**config.mk**
```make
export PLATFORM = sky130hd
export DESIGN_NAME = hyperbus_r_chan
export DESIGN_NICKNAME = d
export VERILOG_FILES = /design/src/rtl/hyperbus_pkg.sv /design/src/rtl/hyperbus_r_skid.sv /design/src/rtl/hyperbus_r_chan.sv
export SDC_FILE = /design/constraint.sdc
export NUM_CORES = 1
export LEC_CHECK = 0
export BUFFER_PORTS_ARGS = -buffer_cell sky130_fd_sc_hd__buf_2
export CAP_MARGIN = 10
export CORE_ASPECT_RATIO = 2
export CORE_MARGIN = 2
export CORE_UTILIZATION = 35
export DETAILED_ROUTE_END_ITERATION = 10
export GPL_TIMING_DRIVEN = 0
export HOLD_SLACK_MARGIN = 0.03
export PLACE_DENSITY = 0.57
export SLEW_MARGIN = 5
export SYNTH_ARGS = -nofsm -noshare
export SYNTH_HDL_FRONTEND = slang
export SYNTH_SLANG_ARGS = --single-unit
```
**constraint.sdc**
```tcl
create_clock -name clk_i -period 16.35 [get_ports clk_i]
set_input_delay 4.905 -clock clk_i [delete_from_list [all_inputs] [get_ports clk_i]]
set_output_delay 4.905 -clock clk_i [all_outputs]
set_load 0.02 [all_outputs]
```
**src/rtl/hyperbus_pkg.sv**
```systemverilog
// Shared types and constants for the HyperBus read-return path.
package hyperbus_pkg;

  typedef enum logic [1:0] {
    ST_IDLE   = 2'd0,
    ST_STREAM = 2'd1,
    ST_PAD    = 2'd2,
    ST_DROP   = 2'd3
  } r_state_e;

  localparam logic [1:0] RESP_OKAY   = 2'b00;
  localparam logic [1:0] RESP_SLVERR = 2'b10;

  function automatic logic [1:0] beat_resp(input logic err);
    return err ? RESP_SLVERR : RESP_OKAY;
  endfunction

endpackage

```
**src/rtl/hyperbus_r_skid.sv**
```systemverilog
// Two-entry registered buffer between the read FSM and the AXI R channel.
// Outputs come straight from storage, so no input reaches an output in the same cycle.
module hyperbus_r_skid
  import hyperbus_pkg::*;
#(
  parameter int unsigned DataWidth = 64,
  parameter int unsigned IdWidth   = 4
) (
  input  logic                 clk_i,
  input  logic                 rst_ni,
  input  logic                 push_i,
  input  logic [DataWidth-1:0] push_data_i,
  input  logic [IdWidth-1:0]   push_id_i,
  input  logic [1:0]           push_resp_i,
  input  logic                 push_last_i,
  output logic                 space_o,
  output logic                 valid_o,
  input  logic                 ready_i,
  output logic [DataWidth-1:0] data_o,
  output logic [IdWidth-1:0]   id_o,
  output logic [1:0]           resp_o,
  output logic                 last_o
);

  logic [DataWidth-1:0] data_q [2];
  logic [IdWidth-1:0]   id_q   [2];
  logic [1:0]           resp_q [2];
  logic                 last_q [2];
  logic                 wr_ptr_q;
  logic                 rd_ptr_q;
  logic [1:0]           count_q;
  logic                 pop;

  // Space is judged on the registered count only; a pop in this cycle frees
  // a slot for the next cycle, keeping ready free of any r_ready path.
  assign space_o = (count_q != 2'd2);
  assign valid_o = (count_q != 2'd0);
  assign pop     = valid_o && ready_i;

  assign data_o = valid_o ? data_q[rd_ptr_q] : '0;
  assign id_o   = valid_o ? id_q[rd_ptr_q]   : '0;
  assign resp_o = valid_o ? resp_q[rd_ptr_q] : RESP_OKAY;
  assign last_o = valid_o ? last_q[rd_ptr_q] : 1'b0;

  always_ff @(posedge clk_i) begin
    if (!rst_ni) begin
      wr_ptr_q <= 1'b0;
      rd_ptr_q <= 1'b0;
      count_q  <= 2'd0;
      for (int i = 0; i < 2; i++) begin
        data_q[i] <= '0;
        id_q[i]   <= '0;
        resp_q[i] <= RESP_OKAY;
        last_q[i] <= 1'b0;
      end
    end else begin
      if (push_i) begin
        data_q[wr_ptr_q] <= push_data_i;
        id_q[wr_ptr_q]   <= push_id_i;
        resp_q[wr_ptr_q] <= push_resp_i;
        last_q[wr_ptr_q] <= push_last_i;
        wr_ptr_q         <= ~wr_ptr_q;
      end
      if (pop) begin
        rd_ptr_q <= ~rd_ptr_q;
      end
      case ({push_i, pop})
        2'b10:   count_q <= count_q + 2'd1;
        2'b01:   count_q <= count_q - 2'd1;
        default: count_q <= count_q;
      endcase
    end
  end

endmodule

```
**src/rtl/hyperbus_r_chan.sv**
```systemverilog
// Read-data return channel: turns splitter beats into AXI R beats, enforcing the
// burst length from the command and padding or dropping when the splitter disagrees.
//
// Handshakes (cmd, beat, r) are strict valid/ready: a transfer happens on a rising
// edge where both are high; valid never waits on ready, and payload is held while
// valid is high and ready low.
module hyperbus_r_chan
  import hyperbus_pkg::*;
#(
  parameter int unsigned AxiDataWidth = 64,
  parameter int unsigned AxiIdWidth   = 4,
  parameter int unsigned AxiLenWidth  = 8
) (
  input  logic                    clk_i,
  input  logic                    rst_ni,
  input  logic                    cmd_valid_i,
  output logic                    cmd_ready_o,
  input  logic [AxiIdWidth-1:0]   cmd_id_i,
  input  logic [AxiLenWidth-1:0]  cmd_len_i,
  input  logic                    beat_valid_i,
  output logic                    beat_ready_o,
  input  logic [AxiDataWidth-1:0] beat_data_i,
  input  logic                    beat_error_i,
  input  logic                    beat_last_i,
  output logic                    r_valid_o,
  input  logic                    r_ready_i,
  output logic [AxiDataWidth-1:0] r_data_o,
  output logic [AxiIdWidth-1:0]   r_id_o,
  output logic [1:0]              r_resp_o,
  output logic                    r_last_o,
  output logic                    mismatch_o
);

  r_state_e                state_q, state_d;
  logic [AxiLenWidth-1:0]  beats_left_q, beats_left_d;
  logic [AxiIdWidth-1:0]   id_q, id_d;
  logic                    mismatch_q, mismatch_d;

  logic                    push;
  logic [AxiDataWidth-1:0] push_data;
  logic [1:0]              push_resp;
  logic                    push_last;
  logic                    space;
  logic                    cmd_ready;
  logic                    beat_ready;

  always_ff @(posedge clk_i) begin
    if (!rst_ni) begin
      state_q      <= ST_IDLE;
      beats_left_q <= '0;
      id_q         <= '0;
      mismatch_q   <= 1'b0;
    end else begin
      state_q      <= state_d;
      beats_left_q <= beats_left_d;
      id_q         <= id_d;
      mismatch_q   <= mismatch_d;
    end
  end

  always_comb begin
    state_d      = state_q;
    beats_left_d = beats_left_q;
    id_d         = id_q;
    mismatch_d   = 1'b0;
    push         = 1'b0;
    push_data    = '0;
    push_resp    = RESP_OKAY;
    push_last    = 1'b0;
    cmd_ready    = 1'b0;
    beat_ready   = 1'b0;

    case (state_q)
      ST_IDLE: begin
        cmd_ready = 1'b1;
        if (cmd_valid_i) begin
          id_d         = cmd_id_i;
          beats_left_d = cmd_len_i;
          state_d      = ST_STREAM;
        end
      end

      ST_STREAM: begin
        beat_ready = space;
        if (beat_valid_i && space) begin
          push      = 1'b1;
          push_data = beat_data_i;
          push_resp = beat_resp(beat_error_i);
          // r_last follows our own count, never the splitter's flag.
          push_last = (beats_left_q == '0);
          if (beats_left_q == '0) begin
            if (beat_last_i) begin
              state_d = ST_IDLE;
            end else begin
              mismatch_d = 1'b1;
              state_d    = ST_DROP;
            end
          end else begin
            beats_left_d = beats_left_q - AxiLenWidth'(1);
            if (beat_last_i) begin
              mismatch_d = 1'b1;
              state_d    = ST_PAD;
            end
          end
        end
      end

      ST_PAD: begin
        if (space) begin
          push      = 1'b1;
          push_resp = RESP_SLVERR;
          push_last = (beats_left_q == '0);
          if (beats_left_q == '0) begin
            state_d = ST_IDLE;
          end else begin
            beats_left_d = beats_left_q - AxiLenWidth'(1);
          end
        end
      end

      ST_DROP: begin
        beat_ready = 1'b1;
        if (beat_valid_i && beat_last_i) begin
          state_d = ST_IDLE;
        end
      end

      default: state_d = ST_IDLE;
    endcase
  end

  // Held low while reset is asserted so nothing is offered before the block is live.
  assign cmd_ready_o  = cmd_ready && rst_ni;
  assign beat_ready_o = beat_ready;
  assign mismatch_o   = mismatch_q;

  hyperbus_r_skid #(
    .DataWidth (AxiDataWidth),
    .IdWidth   (AxiIdWidth)
  ) u_skid (
    .clk_i       (clk_i),
    .rst_ni      (rst_ni),
    .push_i      (push),
    .push_data_i (push_data),
    .push_id_i   (id_q),
    .push_resp_i (push_resp),
    .push_last_i (push_last),
    .space_o     (space),
    .valid_o     (r_valid_o),
    .ready_i     (r_ready_i),
    .data_o      (r_data_o),
    .id_o        (r_id_o),
    .resp_o      (r_resp_o),
    .last_o      (r_last_o)
  );

endmodule

```
==> impl_metrics.py, run 1 <==
metrics = {
    "run_status": {
        "outcome": "finished, final reports clean",
    },
    "detailed_routing": {
        "antenna_left": 0,
        "wl_per_cell_um": 17.8,
        "wirelength_mm": 19.3,
        "first_pass_iters": 5,
        "routed_via_density": 5.00,
        "drt_iter0_markers": 213,
        "remaining_drc_errors": 0,
        "via_count": 5408,
    },
    "placed_design": {
        "hpwl_mm": 14.1,
        "gp_congestion": 0.815,
        "portBuffers": 156,
        "placed_cells": 1048,
    },
    "die": {
        "io_pins": 158,
        "die_h_um": 211,
        "die_width_um": 107,
        "core_area_sq_um": 20900,
        "start_util_pct": 35.7,
        "num_rows": 75,
        "die_area_sq_um": 22600,
    },
    "clocking": {
        "clock_path_buffers": 2,
        "cts_root_buf": "clkbuf_16",
        "clock_latency_ns": 0.42,
        "cts_resized": 0,
        "htreeDepth": 4,
        "cts_hold_buf": 0,
        "path_clk_slew_ns": 0.06,
        "cts_tree": "built",
        "cts_buffers": 17,
        "clkSinkCount": 160,
        "cts_setup_buffers": 0,
    },
    "grt": {
        "grt_pass1_wl_mm": 29.6,
        "overflow": 0,
        "grt_pass1_vias": 5773,
        "grt_max_degree": 58,
        "antenna_found_initial": 4,
        "track_usage_pct": 17.3,
    },
    "logic_synthesis": {
        "yosysWarningCount": 0,
        "yosysTopAreaCell": "edfxtp_1",
        "syn_area_per_cell_sq_um": 12.1,
        "synth_cell_types": 44,
        "synth.net_count": 712,
        "synth_ff_type": "edfxtp_1",
        "yosys-top-cells-count": "138 x edfxtp_1, 131 x and3_1, 86 x nor2_1",
        "netlist_instances": 619,
        "synthArstFlopShare_pct": 0,
        "mappedNetlistArea_sq_um": 7470,
        "synth_edf_count": 138,
        "seq_area_frac_synth_pct": 61.4,
        "ys_ff_latch": 160,
        "synth.most_common_cell": "edfxtp_1",
        "synth_top_area_share_pct": 55.5,
        "synthTopCellsByArea": "edfxtp_1 55%, and3_1 11%, mux2i_1 10%",
    },
    "final_layout": {
        "synthToLayoutAreaGrowth_pct": 24.7,
        "layout-drive-gt1-share_pct": 26.3,
        "nets": 891,
        "nFillCells": 1974,
        "finalNonFillerCells": 1082,
    },
    "power": {
        "peakVddDrop_uv": 87.9,
        "powerDensity_nw_per_um2": 143,
        "finalPower_mw": 1.33,
        "leakagePower_nw": 4.16,
    },
    "setup_path": {
        "slowest_delay_ns": 0.51,
        "worstPathRequired_ns": 11.44,
        "cp_num_buf_inv": 5,
        "worstPathMaxFanout": 10,
        "crit_chain": "buf_2 -> inv_1 -> clkbuf_1 -> clkbuf_1 -> nor2_1 -> buf_2",
        "cpLargestDelayFamily": "buffers and inverters",
        "crit_path_start_kind": "input port",
        "cp.arrival_ns": 6.42,
        "critical_path_class": "in -> out",
        "worstSetupEndpointType": "primary output",
        "slowest_stage": "clkbuf_1",
    },
    "timing": {
        "setup_viol": 0,
        "slew_headroom_pct": 44.5,
        "layout_min_cycle_time_ns": 11.32,
        "fin_tns_setup_ns": 0,
        "fin_skew_ns": 0.0125,
        "fin_crit_sh_pct": 69.2,
        "finalHoldViolations": 0,
        "fmax_mhz": 88.3,
        "rsz0062_at_grt": "false",
        "worstMarginPinSlew_ns": 0.829,
        "finalMaxSlewViolations": 0,
    },
    "min_path": {
        "hold_class": "reg -> reg",
    },
    "flow_run": {
        "cap_violations": 0,
    },
}
[registers in the layout (all words and copies together) (netlist names), named ones only]
register         flops
u_skid.rd_ptr_q      1
u_skid.id_q          8
u_skid.wr_ptr_q      1
mismatch_o           1
u_skid.resp_q        2
u_skid.last_q        2
state_q              2
u_skid.count_q       2
id_q                 4
beats_left_q         8
u_skid.data_q      128
[worst paths after layout]
path | from | end | slack, ns | cells after the start
min | id_q[2]$_SDFFE_PN0P_ | id_q[2]$_SDFFE_PN0P_ | 0.46 | 2
min reg2reg | id_q[2]$_SDFFE_PN0P_ | id_q[2]$_SDFFE_PN0P_ | 0.46 | 2
max reg2reg | state_q[1]$_SDFFE_PN0P_ | u_skid.data_q[0][57]$_SDFFCE_PN0P_ | 13.67 | 9
max | rst_ni | cmd_ready_o | 5.03 | 6
[kinds of logic (layout without fill, tap and decap cells)]
kind of cell               Yosys count  in the layout  share of synthesized area, %
AOI/OAI and AO/OA                   37             37                          3.43
xor gates and xnor gates             5              5                         0.586
adders and majority gates           10             10                          1.68
buffers and inverters               64            256                          3.43
DFF                                160            160                          61.4
muxes                               76             76                          10.2
other                                1              3                        0.0502
and+or+nand+nor                    266            266                          19.2
[placed cells by master, fill, tap and decap left out, types with 5 or more instances in the layout]
cell type,instances
buf_2,163
edfxtp_1,138
and3_1,131
nor2_1,86
mux2i_1,76
clkbuf_1,43
dfxtp_1,22
clkbuf_16,20
nand2_1,16
a21oi_1,15
and2_1,11
inv_1,10
ha_1,10
nand3_1,5
[worst register-to-register path: stages, from the launching register on]
cell and delay (ns):
dfxtp_1 0.36, inv_1 0.09, ha_1 0.13, clkbuf_1 0.30, a21oi_1 0.14, nor2_2 0.16
inv_2 0.12, o21ai_4 0.66, buf_16 0.23, buf_16 0.18
[report_power, final]
part	internal, mW	switching (mW)
clock	0.231	0.163
sequential	0.490	0.0194
combinational	0.146	0.280
[stage by stage]
| step | instance area (sq um) | utilization (%) | setup WS (ns) | hold slack [ns] |
|---|---|---|---|---|
| 3_3_place_gp | 8590 | 41.0 | 2.20 | 0.448 |
| 5_1_grt | 9320 | 44.5 | 4.89 | 0.492 |
| 6_report | 9320 | 44.5 | 5.03 | 0.462 |
| 2_1_floorplan | 7470 | - | 5.67 | 0.440 |
| 3_5_place_dp | 8710 | 41.6 | 4.99 | 0.456 |
| 4_1_cts | 9310 | 44.5 | 4.99 | 0.465 |
[layer usage]
metal	up-vias	wire (um)	GRT usage (%)
met5	-	13	0
met4	2	615	7.93
met3	36	804	3.93
met2	143	11000	33.6
met1	2618	6900	16.8
li1	2609	-	-
[area by class of cell]
class,instances,area (sq um),area share [%]
inverter,12,45.0,0.484
buffer,52,211,2.27
clock buffer,23,532,5.71
clock inverter,9,63.8,0.685
timing repair buffer,160,891,9.56
sequential,160,4580,49.2
antenna,2,5.00,0.0537
multi-input combinational,395,2650,28.4
tap,269,337,3.61
Note: power is estimated with default switching activity, not from simulation.
==> inputs of run 2 (changes only) <==
--- a/config.mk
+++ b/config.mk
@@ -13,7 +13,7 @@
 export DETAILED_ROUTE_END_ITERATION = 10
 export GPL_TIMING_DRIVEN = 0
 export HOLD_SLACK_MARGIN = 0.03
-export PLACE_DENSITY = 0.57
+export PLACE_DENSITY = 0.59
 export SLEW_MARGIN = 5
 export SYNTH_ARGS = -nofsm -noshare
 export SYNTH_HDL_FRONTEND = slang
==> constraint.sdc (replaced) <==
create_clock -name clk_i -period 9.9 [get_ports clk_i]
set_input_delay 2.97 -clock clk_i [delete_from_list [all_inputs] [get_ports clk_i]]
set_output_delay 2.97 -clock clk_i [all_outputs]
set_load 0.02 [all_outputs]
==> impl_metrics.py, run 2 (synthesized netlist as in run 1, its figures left out) <==
metrics = {
    "final_layout": {
        "final_cell_mix": "163 x buf_2, 138 x edfxtp_1, 131 x and3_1, 86 x nor2_1, 76 x mux2i_1",
        "nets": 891,
        "synthToLayoutAreaGrowth_pct": 24.0,
        "ff_latch_area_sq_um": 4580,
        "multi_input_area_sq_um": 2650,
        "layout-drive-gt1-share_pct": 26.0,
        "top_register": "u_skid.data_q",
        "reg_top3": "u_skid.data_q (128), beats_left_q (8), u_skid.id_q (8)",
        "nFillCells": 1967,
        "largest_reg_flops": 128,
        "final_util_pct": 44.3,
        "layout_commonest_cell": "buf_2",
        "antenna_cells": 0,
    },
    "detailed_routing": {
        "first_pass_iters": 4,
        "remaining_drc_errors": 0,
        "wirelength_mm": 18.8,
        "antenna_left": 0,
        "wl_per_cell_um": 17.4,
        "via_count": 5368,
        "routed_via_density": 4.97,
        "drt_iter0_markers": 221,
    },
    "placed_design": {
        "gp_congestion": 0.803,
        "hpwl_mm": 13.9,
        "portBuffers": 156,
    },
    "clocking": {
        "htreeDepth": 4,
        "clock_latency_ns": 0.42,
        "clock_path_buffers": 2,
        "path_clk_slew_ns": 0.06,
        "cts_root_buf": "clkbuf_16",
        "clkSinkCount": 160,
        "cts_setup_buffers": 0,
        "cts_tree": "built",
        "cts_hold_buf": 0,
        "cts_buffers": 17,
        "cts_resized": 0,
    },
    "power": {
        "peakVddDrop_uv": 118,
        "powerDensity_nw_per_um2": 233,
        "leakagePower_nw": 4.14,
        "finalPower_mw": 2.16,
    },
    "setup_path": {
        "crit_path_start_kind": "input port",
        "cp.arrival_ns": 4.48,
        "critical_path_class": "in -> out",
        "worstPathMaxFanout": 10,
        "worstSetupEndpointType": "primary output",
        "worstPathRequired_ns": 6.93,
    },
    "timing": {
        "fin_crit_sh_pct": 75.2,
        "finalMaxSlewViolations": 0,
        "rsz0062_at_grt": "false",
        "whs_ns": 0.462,
        "worstMarginPinSlew_ns": 0.919,
        "fin_skew_ns": 0.0111,
        "setup_viol": 0,
        "layout_min_cycle_time_ns": 7.45,
        "fmax_mhz": 134,
        "finalHoldViolations": 0,
        "slew_headroom_pct": 38.5,
    },
    "die": {
        "start_util_pct": 35.7,
        "core_area_sq_um": 20900,
        "io_pins": 158,
        "num_rows": 75,
        "die_area_sq_um": 22600,
        "die_width_um": 107,
        "die_h_um": 211,
    },
    "grt": {
        "overflow": 0,
        "antenna_found_initial": 3,
        "grt_pass1_vias": 5460,
        "track_usage_pct": 16.8,
        "grt_max_degree": 49,
        "grt_pass1_wl_mm": 28.4,
    },
    "min_path": {
        "hold_class": "reg -> reg",
    },
    "run_status": {
        "outcome": "finished, final reports clean",
    },
    "flow_run": {
        "cap_violations": 0,
    },
}
## run 2: cell types whose count changed in the layout (fill, tap and decap cells not counted), sizes merged
cell and change:
diode -2, inv -1, clkbuf +1
## run 2: worst max-delay path, stage by stage
cell and delay, ns:
buf_2 0.14, inv_1 0.12, clkbuf_1 0.46, clkbuf_1 0.50, nor2_1 0.09, buf_2 0.18
## run 2: routing by layer
metal / share of wire, % / GRT usage [%] / vias to the layer above
met1: 36 / 17.1 / 2573
met5: 0.19 / 0 / -
met2: 56 / 31.8 / 148
li1: - / - / 2607
met3: 4.7 / 3.80 / 34
met4: 3.1 / 7.79 / 6
## run 2: path summary, 6_finish.rpt
kind                                               from                                 end  slack [ns]  cells after the start
worst max-delay path                             rst_ni                         cmd_ready_o        2.45                      6
worst min-delay path               id_q[0]$_SDFFE_PN0P_                id_q[0]$_SDFFE_PN0P_        0.46                      2
worst max register to register  state_q[1]$_SDFFE_PN0P_  u_skid.data_q[0][63]$_SDFFCE_PN0P_        7.45                     10
worst min register to register     id_q[0]$_SDFFE_PN0P_                id_q[0]$_SDFFE_PN0P_        0.46                      2
## run 2: layout make-up
| class | count | area share [%] |
|---|---|---|
| multi-input combinational | 395 | 28.6 |
| clock buffer | 24 | 5.55 |
| tap | 269 | 3.63 |
| inverter | 12 | 0.486 |
| buffer | 52 | 2.28 |
| clock inverter | 8 | 0.527 |
| timing repair buffer | 160 | 9.46 |
| sequential | 160 | 49.5 |
## run 2: where the power goes
group / total (mW) / internal [mW] / switching (mW) / leakage [nW]
sequential: 0.843 / 0.810 / 0.0331 / 1.61
combinational: 0.698 / 0.239 / 0.459 / 2.24
clock: 0.619 / 0.364 / 0.255 / 0.286
total: 2.16 / 1.41 / 0.747 / 4.14
## run 2: metrics by stage
step,instance area [sq um],setup WS [ns],setup TNS [ns],cells
CTS,9260,2.43,0,1080
finish,9260,2.45,0,1080
global placement,8590,-2.17,-149.20,1044
global route,9260,2.35,0,1080
floorplan,7470,1.20,0,619
detailed placement,8700,2.43,0,1048
